==> config.mk <==
export PLATFORM = sky130hd
export DESIGN_NAME = control_unit
export DESIGN_NICKNAME = d
export VERILOG_FILES = /design/src/rtl/ctrl_pkg.sv /design/src/rtl/control_unit.sv
export SDC_FILE = /design/constraint.sdc
export NUM_CORES = 1
export LEC_CHECK = 0
export ABC_CLOCK_PERIOD_IN_PS = 2300
export CORE_MARGIN = 5
export CORE_UTILIZATION = 52
export CTS_BUF_LIST = sky130_fd_sc_hd__clkbuf_4
export DETAILED_ROUTE_END_ITERATION = 8
export DONT_BUFFER_PORTS = 1
export PLACE_DENSITY = 0.67
export SLEW_MARGIN = 20
export SYNTH_ARGS = -nofsm -noshare
export SYNTH_HDL_FRONTEND = slang
export SYNTH_SLANG_ARGS = --single-unit
==> constraint.sdc <==
create_clock -name clk -period 2.3 [get_ports clk]
set_clock_uncertainty 0.05 [all_clocks]
set_input_delay 0.23 -clock clk [delete_from_list [all_inputs] [get_ports clk]]
set_output_delay 0.23 -clock clk [all_outputs]
set_load 0.05 [all_outputs]
==> src/rtl/ctrl_pkg.sv <==
// Shared encodings for the multicycle control unit: FSM states, opcode/funct
// values, ula32 operation codes, datapath mux selects and the control word.
package ctrl_pkg;

  typedef enum logic [4:0] {
    S_FETCH  = 5'd0,
    S_FWAIT  = 5'd1,
    S_IRLD   = 5'd2,
    S_DECODE = 5'd3,
    S_RX     = 5'd4,
    S_RWB    = 5'd5,
    S_IX     = 5'd6,
    S_IWB    = 5'd7,
    S_MADDR  = 5'd8,
    S_MRD    = 5'd9,
    S_MWAIT  = 5'd10,
    S_MDRLD  = 5'd11,
    S_LWB    = 5'd12,
    S_MWR    = 5'd13,
    S_BRANCH = 5'd14,
    S_JUMP   = 5'd15,
    S_EXC    = 5'd16
  } state_t;

  localparam logic [5:0] OP_RTYPE = 6'h00;
  localparam logic [5:0] OP_J     = 6'h02;
  localparam logic [5:0] OP_BEQ   = 6'h04;
  localparam logic [5:0] OP_BNE   = 6'h05;
  localparam logic [5:0] OP_ADDI  = 6'h08;
  localparam logic [5:0] OP_LW    = 6'h23;
  localparam logic [5:0] OP_SW    = 6'h2B;

  localparam logic [5:0] FN_ADD = 6'h20;
  localparam logic [5:0] FN_SUB = 6'h22;
  localparam logic [5:0] FN_AND = 6'h24;

  localparam logic [2:0] ULA_ADD = 3'd1;
  localparam logic [2:0] ULA_SUB = 3'd2;
  localparam logic [2:0] ULA_AND = 3'd3;

  localparam logic [1:0] PC_ULA   = 2'd0;
  localparam logic [1:0] PC_ALUO  = 2'd1;
  localparam logic [1:0] PC_JUMP  = 2'd2;
  localparam logic [1:0] PC_EXC   = 2'd3;

  localparam logic [1:0] ULAB_REG  = 2'd0;
  localparam logic [1:0] ULAB_4    = 2'd1;
  localparam logic [1:0] ULAB_SE   = 2'd2;
  localparam logic [1:0] ULAB_SE2  = 2'd3;

  typedef struct packed {
    logic       pc_write;
    logic [1:0] pc_src;
    logic       iord;
    logic       mem_write;
    logic       load_ir;
    logic       load_mdr;
    logic       ab_write;
    logic       aluout_write;
    logic       reg_write;
    logic       reg_dst;
    logic       mem_to_reg;
    logic       sel_ula_A;
    logic [1:0] sel_ula_B;
    logic [2:0] ula_func;
  } ctrl_t;

  function automatic logic funct_legal(input logic [5:0] fn);
    return (fn == FN_ADD) || (fn == FN_SUB) || (fn == FN_AND);
  endfunction

  function automatic logic [2:0] funct_to_ula(input logic [5:0] fn);
    case (fn)
      FN_SUB:  return ULA_SUB;
      FN_AND:  return ULA_AND;
      default: return ULA_ADD;
    endcase
  endfunction

endpackage

==> src/rtl/control_unit.sv <==
// Multicycle CPU control FSM with a memory-read wait counter.
// Define CTRL_EXC_EN to add the EXC state and the epc_write/exc_cause outputs.
module control_unit
  import ctrl_pkg::*;
#(
  parameter int MEM_WAIT = 1
) (
  input  logic       clk,
  input  logic       reset,
  input  logic [5:0] opcode,
  input  logic [5:0] funct,
  input  logic       ula_zero,
  input  logic       ula_ovflw,
  output logic       pc_write,
  output logic [1:0] pc_src,
  output logic       iord,
  output logic       mem_write,
  output logic       load_ir,
  output logic       load_mdr,
  output logic       ab_write,
  output logic       aluout_write,
  output logic       reg_write,
  output logic       reg_dst,
  output logic       mem_to_reg,
  output logic       sel_ula_A,
  output logic [1:0] sel_ula_B,
  output logic [2:0] ula_func,
  output logic [4:0] state_dbg
`ifdef CTRL_EXC_EN
  ,
  output logic       epc_write,
  output logic       exc_cause
`endif
);

  localparam logic [2:0] WAIT_LD = 3'(MEM_WAIT);

  state_t     r_state, w_next;
  logic [2:0] r_cnt, w_cnt_next;
  ctrl_t      w_ctrl, w_drv;
  state_t     w_illegal_next;

`ifdef CTRL_EXC_EN
  logic r_cause, w_cause_next;
  assign w_illegal_next = S_EXC;
`else
  logic w_unused_ovflw;
  assign w_unused_ovflw = ula_ovflw;
  assign w_illegal_next = S_FETCH;
`endif

  // NOTE: state registers use non-blocking assignments so every flop samples pre-edge values.
  always_ff @(posedge clk) begin
    if (reset) begin
      r_state <= S_FETCH;
      r_cnt   <= '0;
`ifdef CTRL_EXC_EN
      r_cause <= 1'b0;
`endif
    end else begin
      r_state <= w_next;
      r_cnt   <= w_cnt_next;
`ifdef CTRL_EXC_EN
      r_cause <= w_cause_next;
`endif
    end
  end

  // NOTE: every combinational output gets a default first, so no path infers a latch.
  always_comb begin
    w_next     = r_state;
    w_cnt_next = r_cnt;
`ifdef CTRL_EXC_EN
    w_cause_next = r_cause;
`endif
    case (r_state)
      S_FETCH: begin
        w_cnt_next = WAIT_LD;
        w_next     = S_FWAIT;
      end
      S_FWAIT: begin
        w_cnt_next = r_cnt - 3'd1;
        if (r_cnt <= 3'd1) w_next = S_IRLD;
      end
      S_IRLD:   w_next = S_DECODE;
      S_DECODE: begin
        case (opcode)
          OP_RTYPE:     w_next = funct_legal(funct) ? S_RX : w_illegal_next;
          OP_ADDI:      w_next = S_IX;
          OP_LW, OP_SW: w_next = S_MADDR;
          OP_BEQ, OP_BNE: w_next = S_BRANCH;
          OP_J:         w_next = S_JUMP;
          default:      w_next = w_illegal_next;
        endcase
`ifdef CTRL_EXC_EN
        w_cause_next = 1'b0;
`endif
      end
      S_RX: begin
        w_next = S_RWB;
`ifdef CTRL_EXC_EN
        if (ula_ovflw && (funct != FN_AND)) begin
          w_next       = S_EXC;
          w_cause_next = 1'b1;
        end
`endif
      end
      S_IX: begin
        w_next = S_IWB;
`ifdef CTRL_EXC_EN
        if (ula_ovflw) begin
          w_next       = S_EXC;
          w_cause_next = 1'b1;
        end
`endif
      end
      S_MADDR: w_next = (opcode == OP_SW) ? S_MWR : S_MRD;
      S_MRD: begin
        w_cnt_next = WAIT_LD;
        w_next     = S_MWAIT;
      end
      S_MWAIT: begin
        w_cnt_next = r_cnt - 3'd1;
        if (r_cnt <= 3'd1) w_next = S_MDRLD;
      end
      S_MDRLD: w_next = S_LWB;
      default: w_next = S_FETCH;
    endcase
  end

  always_comb begin
    w_ctrl = '0;
    case (r_state)
      S_FETCH, S_FWAIT: w_ctrl.iord = 1'b0;
      S_IRLD: begin
        w_ctrl.load_ir   = 1'b1;
        w_ctrl.sel_ula_A = 1'b1;
        w_ctrl.sel_ula_B = ULAB_4;
        w_ctrl.ula_func  = ULA_ADD;
        w_ctrl.pc_src    = PC_ULA;
        w_ctrl.pc_write  = 1'b1;
      end
      S_DECODE: begin
        w_ctrl.ab_write     = 1'b1;
        w_ctrl.sel_ula_A    = 1'b1;
        w_ctrl.sel_ula_B    = ULAB_SE2;
        w_ctrl.ula_func     = ULA_ADD;
        w_ctrl.aluout_write = 1'b1;
      end
      S_RX: begin
        w_ctrl.ula_func     = funct_to_ula(funct);
        w_ctrl.aluout_write = 1'b1;
      end
      S_IX, S_MADDR: begin
        w_ctrl.sel_ula_B    = ULAB_SE;
        w_ctrl.ula_func     = ULA_ADD;
        w_ctrl.aluout_write = 1'b1;
      end
      S_RWB: begin
        w_ctrl.reg_write = 1'b1;
        w_ctrl.reg_dst   = 1'b1;
      end
      S_IWB: w_ctrl.reg_write = 1'b1;
      S_MRD, S_MWAIT: w_ctrl.iord = 1'b1;
      S_MDRLD: begin
        w_ctrl.iord     = 1'b1;
        w_ctrl.load_mdr = 1'b1;
      end
      S_LWB: begin
        w_ctrl.reg_write  = 1'b1;
        w_ctrl.mem_to_reg = 1'b1;
      end
      S_MWR: begin
        w_ctrl.iord      = 1'b1;
        w_ctrl.mem_write = 1'b1;
      end
      S_BRANCH: begin
        // Only Mealy output: the branch decision depends on this cycle's zero flag.
        w_ctrl.ula_func = ULA_SUB;
        w_ctrl.pc_src   = PC_ALUO;
        w_ctrl.pc_write = (opcode == OP_BNE) ? ~ula_zero : ula_zero;
      end
      S_JUMP: begin
        w_ctrl.pc_src   = PC_JUMP;
        w_ctrl.pc_write = 1'b1;
      end
      S_EXC: begin
        w_ctrl.sel_ula_A = 1'b1;
        w_ctrl.sel_ula_B = ULAB_4;
        w_ctrl.ula_func  = ULA_SUB;
        w_ctrl.pc_src    = PC_EXC;
        w_ctrl.pc_write  = 1'b1;
      end
      default: w_ctrl = '0;
    endcase
  end

  assign w_drv        = reset ? '0 : w_ctrl;
  assign pc_write     = w_drv.pc_write;
  assign pc_src       = w_drv.pc_src;
  assign iord         = w_drv.iord;
  assign mem_write    = w_drv.mem_write;
  assign load_ir      = w_drv.load_ir;
  assign load_mdr     = w_drv.load_mdr;
  assign ab_write     = w_drv.ab_write;
  assign aluout_write = w_drv.aluout_write;
  assign reg_write    = w_drv.reg_write;
  assign reg_dst      = w_drv.reg_dst;
  assign mem_to_reg   = w_drv.mem_to_reg;
  assign sel_ula_A    = w_drv.sel_ula_A;
  assign sel_ula_B    = w_drv.sel_ula_B;
  assign ula_func     = w_drv.ula_func;
  assign state_dbg    = r_state;

`ifdef CTRL_EXC_EN
  assign epc_write = ~reset && (r_state == S_EXC);
  assign exc_cause = ~reset && (r_state == S_EXC) && r_cause;
`endif

endmodule
# == Word-level counts from Yosys, hierarchy flattened ==
# Cells that the tools add are included.
# classes
add_sub_neg,1
n_lt_le_gt_ge,1
eq_ne,27
n_mux,23
n_bitwise,1
reduce_logical,18
# op_table
operator,count
one-hot mux 5 bit (10 select lines),1
== test 5 x 4 -> 1 bit (second input constant),8
== test 6 bit (second input constant),5
== test 5 x 3 -> 1 bit (second input constant),4
one-hot mux 4 bit (5 select lines),1
2-to-1 mux 18 bit,1
OR reduction 2 bit,7
== test 6 x 3 -> 1 bit (second input constant),2
one-hot mux 2 bit (3 select lines),2
one-hot mux 3 bit (4 select lines),1
OR reduction 4 bit,3
2-to-1 mux 1 bit,11
== test 5 x 2 -> 1 bit (second input constant),2
2-to-1 mux 5 bit,2
== test 6 x 2 -> 1 bit (second input constant),1
== test 6 x 4 -> 1 bit (second input constant),1
zero test 6 bit,1
2-to-1 mux 3 bit,2
one-hot mux 3 bit (2 select lines),1
OR reduction 3 bit,2
== test 5 x 1 -> 1 bit (second input constant),1
== test 5 bit (second input constant),1
zero test 5 bit,1
inequality test 2 bit (second input constant),2
7 further kinds,8
# word_totals
reg_bits,8
input_bits,16

# == Logic depth before layout (Yosys ltp) ==
# Gate-level depths: netlist (run 1).
# depth
word_depth,6
mapped_depth,6
mapped_depth_nobuf,6

# == Worst setup path after synthesis (run 1) ==
# Ideal clock, no wire load.
# synth_path
path_type,register to output
startpoint,register r_state[1] (netlist: state_dbg[1])
endpoint,output iord
arrival_time_ns,3.605
t_required_ns,2.020
slack_ns,-1.585
path_stages_with_launch,5
path_cell_list,dfxtp_1 buf_6 clkbuf_1 nor2_1 a2111oi_0
# synth_between
elab_chain_cells,4
elab_cells_between_ends,7
cone_classes,eq/ne (4); mux (2); reduce/logical (1)
# synth_rtl
element,line_no,text
from (decl),control_unit.sv:38,"state_t r_state, w_next;"
from (signal assigned),control_unit.sv:61,r_state <= w_next;
== test 5 x 4 -> 1 bit,control_unit.sv:133,case (r_state)
OR reduction 4 bit (no line) *,-,
2-to-1 mux 1 bit *,control_unit.sv:133,
2-to-1 mux 18 bit *,control_unit.sv:198,assign w_drv = reset ? '0 : w_ctrl;
to (decl),control_unit.sv:16,"output logic iord,"
# Every way passes the cells marked *; elsewhere a longest branch is shown, timed or not.

# == Worst setup path after layout (run 1) ==
# layout_path
startpoint,register r_state[1] (netlist: state_dbg[1])
endpoint,output load_mdr
# layout_between
elab_chain_cells,3
# layout_rtl
element,line_no,text
== test 5 x 4 -> 1 bit,control_unit.sv:133,
2-to-1 mux 1 bit,control_unit.sv:133,
2-to-1 mux 18 bit,control_unit.sv:198,
to (decl),control_unit.sv:19,"output logic load_mdr,"
# No other way between the ends.

==> impl_metrics.yaml, run 1 <==
sta:
  tns_ns: 0
  rsz0062_at_grt: "no"
  slew_headroom: 0.6006
  fin_ws_ns: 0.1641
  clock.fmax_mhz: 468.2
  period_minus_slack_ns: 2.136
  hold_viol_final: 0
  setup_violations: 0
  slew_viol_final: 0
  hold_ws_ns: 0.1098
  layout_worst_path_cycle_share: 0.9287
  worst_pin_slew_ns: 0.5982
route:
  vias: 989
  via_per_inst: 6.259
  drt-wirelength-per-cell_um: 15.21
  ant_nets: 0
  first_pass_iters: 4
  drc: 0
  drtIter0Drc: 29
  wirelength_um: 2403
grt:
  grt_max_degree: 19
  grt_overflow: 0
  first_global_vias: 915
  antenna_found_initial: 0
  groute.usage.overall: 0.1900
  grt_pass1_wl_um: 3926
setup_path:
  cpPeakStageDelay_ns: 0.70
  startpoint_type: "flip-flop"
  path_class: "flip-flop to primary output"
  slowest_stage: "dfxtp_1"
  cp.required_ns: 2.02
  crit_chain: "nand2_1 > or3_1 > nor2_1 > buf_4"
  crit_fanout: 18
  worstPathArrival_ns: 1.86
  cp-end-kind: "primary output"
floorplan:
  core_area_um2: 1541
  die_w_um: 50.57
  ios: 39
  dieArea_um2: 2557
  rows: 14
  start_util: 0.5552
  die_h_um: 50.57
final_layout:
  drive_gt1_frac: 0.2465
  nNetsFinal: 161
  syn_to_final_growth_pct: 29.09
  layout_common_cells: "17 x buf_4, 15 x nor2_1, 10 x a21oi_1, 9 x inv_1"
  layout_commonest_cell: "buf_4"
  insertedDiodeCount: 0
clock_network:
  hold_buffers: 1
  clk_pin_slew_ns: 0.05
  clk_path_buf_depth: 2
  cts_setup_buffers: 0
  cts_tree: "done"
  clkLatencyLatePin_ns: 0.26
  cts_root_buf: "clkbuf_4"
  clock_sink_count: 7
  cts_made_buffers: 3
  cts_htree_levels: 1
  cts_resized: 0
synth:
  netlist_instances: 127
  synth-simple-area-share: 0.3626
  synth_top_family_by_area: "simple AND/OR/NAND/NOR gates"
  yosysSeqAreaShare: 0.1637
  async_flop_share: 0
  synth_top_area_frac: 0.1637
  synth_xor_area_frac: 0.02047
  synth_cell_types: 48
  syn-cell-area_um2: 855.8
  synth_top_area_cell: "dfxtp_1"
  synth_seq_cells: 7
  synth_area_per_cell_um2: 6.739
  synth_edf_count: 0
  synthMuxAreaShare: 0.01316
  synth_top_flop_cell: "dfxtp_1"
  synth-adder-area-share: 0.02924
  ys_top_cells_by_area: "dfxtp_1 16%, nor2_1 7.5%, a21oi_1 5.8%"
  synth_compound_area_frac: 0.2865
  ys_warn_count: 0
job:
  max-cap-violations: 0
status:
  status: "completed"
hold_path:
  hold_path_class: "primary input to flip-flop"
placed_design:
  gp_congestion: 0.8538
  dp_hpwl_um: 1828
  io_buffers: 0
  post-place-ws_ns: 0.4927
power:
  total_power_mw: 1.098
  powerDensity_nw_per_um2: 994.1
  p_leak_nw: 0.4326
  ir_drop_mv: 1.018
stage by stage:
| step | area [µm²] | std cells | utilization |
|---|---|---|---|
| after floorplan | 899.6 | 128 | - |
| after global placement | 1065 | 153 | 0.6907 |
| after detailed placement | 1065 | 153 | 0.6907 |
| after CTS | 1105 | 158 | 0.7167 |
| after global routing | 1105 | 158 | 0.7167 |
| final | 1105 | 158 | 0.7167 |
cells in the mapped netlist, types with 2 or more instances:
master	instances
nor2_1	17
a21oi_1	10
inv_1	9
nor3_1	8
dfxtp_1	7
nand2_1	7
o21ai_0	6
clkbuf_1	5
buf_4	4
nand2b_1	3
nand3_1	3
nor2b_1	3
a2111oi_0	2
a211o_1	2
a211oi_1	2
ha_1	2
nand4b_1	2
nor4_1	2
nor4b_1	2
o22ai_1	2
o31a_1	2
power breakdown:
| group | switching [mW] | leakage, nW | internal, mW |
|---|---|---|---|
| registers | 0.0856 | 0.0577 | 0.163 |
| logic | 0.441 | 0.356 | 0.276 |
| clock network | 0.0534 | 0.0184 | 0.0785 |
| total | 0.580 | 0.433 | 0.518 |
critical path, delay by kind of cell (launching register included):
family | cells | cell delay (ns)
buffers and inverters | 1 | 0.20
DFF | 1 | 0.70
and+or+nand+nor | 3 | 0.69
cells by family after synthesis:
group,after synthesis
fa+ha+maj,2
xor+xnor,2
compound gates,36
simple gates,57
flops,7
buf+inv,21
other cells,1
mux,1
registers in the layout, indices dropped and copies added (netlist names):
signal and cells:
r_cnt 3, state_dbg 4
path summary, 6_finish.rpt:
path | from | endpoint | slack, ns | cells after the start
max | state_dbg[1] | load_mdr | 0.16 | 4
min | reset | state_dbg[0] | 0.11 | 2
max reg2reg | state_dbg[1] | r_cnt[2] | 0.51 | 4
min reg2reg | r_cnt[2] | r_cnt[2] | 0.46 | 2
area by class of cell:
cell class                 count  area, µm²
timing repair buffer          22      217.7
tap                           16      20.02
sequential                     7      140.1
fill                         127      436.7
clock buffer                   4      30.03
inverter                       9      33.78
multi-input combinational    100      663.1
routing by layer:
layer	routed length (µm)	vias to the layer above	share of wire	global-route usage
met1	982	455	0.41	0.2425
li1	-	488	-	-
met4	0	0	0	0.04681
met3	248	0	0.10	0.05325
met5	0	-	0	0
met2	1172	46	0.49	0.3120
Note: power is estimated with default switching activity, not from simulation.
==> run 2: changes to the inputs <==
Settings changed: SETUP_SLACK_MARGIN set to 0.3.
==> run 2 against run 1 <==
  * The flow now finishes with violations (hold timing)
  * Count of clock-buffer cells in the layout stayed put
  * First-iteration DRC count is 31% lower
  * Via count is 0.71% higher
  * Critical path depth is 1 higher
  * Sequential share of layout area is 0.58 points higher
  * Die area stayed put
  * Utilization is 4.2 points higher
  * Clock power hardly changed
  * Non-clock buffer count is 4 lower
  * Sequential power is 30% higher
  * Combinational power is 3.6% higher
  * Worst setup slack better by 0.16 ns
  * Largest power group unchanged
==> impl_metrics.yaml, run 2 (synthesized netlist as in run 1, its figures left out) <==
final_layout:
  largest_reg_flops: 4
  fill_cells: 136
  syn_to_final_growth_pct: 36.70
  insertedDiodeCount: 0
  final_core_util: 0.7589
  drive_gt1_frac: 0.3188
  layout_common_cells: "12 x buf_4, 11 x nor2_1, 10 x a21oi_1, 9 x inv_1, 7 x nand2_1"
  seq_area_um2: 155.1
  multi_input_comb_area_um2: 753.2
  layout_commonest_cell: "buf_4"
  nNetsFinal: 157
clock_network:
  cts_tree: "done"
  clkLatencyLatePin_ns: 0.26
  cts_made_buffers: 3
  clock_sink_count: 7
  cts_htree_levels: 1
  cts_root_buf: "clkbuf_4"
  clk_pin_slew_ns: 0.05
  hold_buffers: 1
  clk_path_buf_depth: 2
sta:
  hold_ws_ns: -0.02013
  clock.fmax_mhz: 507.1
  period_minus_slack_ns: 1.972
  slew_viol_final: 0
  tns_ns: 0
  slew_headroom: 0.5989
  setup_violations: 0
  fin_ws_ns: 0.3279
  rsz0062_at_grt: "yes"
  worst_pin_slew_ns: 0.5932
  layout_worst_path_cycle_share: 0.8574
  hold_viol_final: 2
hold_path:
  hold_path_class: "primary input to flip-flop"
placed_design:
  io_buffers: 0
  dp_hpwl_um: 1732
  post-place-ws_ns: 0.4473
  gp_congestion: 0.8577
setup_path:
  crit_chain: "or3b_1 > o21ai_0 > a21oi_1 > nor2_2 > buf_4"
  crit_fanout: 20
  cp.required_ns: 2.02
  cp-end-kind: "primary output"
  worstPathArrival_ns: 1.69
  slowest_stage: "dfxtp_4"
  path_class: "flip-flop to primary output"
  worst-path-buf-inv: 1
  cpLargestDelayFamily: "simple AND/OR/NAND/NOR gates"
  cpPeakStageDelay_ns: 0.46
  startpoint_type: "flip-flop"
route:
  vias: 996
  drtIter0Drc: 20
  ant_nets: 0
  via_per_inst: 6.468
  drt-wirelength-per-cell_um: 16.84
  wirelength_um: 2594
  first_pass_iters: 4
  drc: 0
power:
  p_leak_nw: 0.4216
  powerDensity_nw_per_um2: 1024
  total_power_mw: 1.199
  ir_drop_mv: 0.7367
status:
  violations: "hold timing"
  status: "complete, but fails checks"
grt:
  grt_max_degree: 25
  grtUsageMet1: 0.2632
  grt_busiest_layer: "met2"
  groute.usage.overall: 0.1946
  grt.met3_usage: 0.04438
  antenna_found_initial: 0
  use_met2: 0.2831
  grt_pass1_wl_um: 3967
  first_global_vias: 864
  grt_overflow: 0
floorplan:
  rows: 14
  core_area_um2: 1541
  dieArea_um2: 2557
  die_h_um: 50.57
  die_w_um: 50.57
  start_util: 0.5552
  ios: 39
job:
  max-cap-violations: 0
## run 2: where the power goes
part / leakage [nW] / total [mW] / internal [mW] / switching [mW]
combinational: 0.343 / 0.744 / 0.303 / 0.441
sequential: 0.0603 / 0.324 / 0.173 / 0.151
clock: 0.0184 / 0.130 / 0.0784 / 0.0517
total: 0.422 / 1.20 / 0.554 / 0.644
## run 2: final cells by class
cell class	instances	area share
multi-input cells	100	0.6439
well taps	16	0.01711
repair buffers	18	0.1519
flip-flops and latches	7	0.1326
clock buffers	4	0.02567
inverters	9	0.02888
## run 2: path summary, 6_finish.rpt
| check | slack (ns) | cells past startpoint | to | from |
|---|---|---|---|---|
| max | 0.33 | 5 | sel_ula_B[1] | state_dbg[2] |
| min | -0.02 | 1 | r_cnt[2] | reset |
| max reg2reg | 0.40 | 7 | r_cnt[0] | state_dbg[1] |
| min reg2reg | 0.43 | 2 | r_cnt[2] | r_cnt[2] |
## run 2: metal layers
metal  part of all wire  vias to the layer above
met3              0.081                        5
met4              0.022                        0
li1                   -                      478
met1               0.43                      465
met2               0.47                       48
met5                  0                        -
## run 2: repair_timing
action	4_1_cts	5_1_grt
pin swaps	1	2
setup buffers	0	7
gates resized for setup	5	5
setup endpoints to repair	6	7
endpoints found under the hold margin	3	2
## run 2: stage by stage
step | instance area [µm²] | std cells
after floorplan | 1003 | 128
after global placement | 1033 | 142
after detailed placement | 1033 | 142
after CTS | 1089 | 147
after global routing | 1170 | 154
final | 1170 | 154
## run 2: worst reg2reg max path, delay by kind of cell (launching register included)
family                 cells  cell delay [ns]
AOI/OAI and AO/OA          3             0.39
DFF                        1             0.50
buffers and inverters      3             0.87
and+or+nand+nor            1             0.04
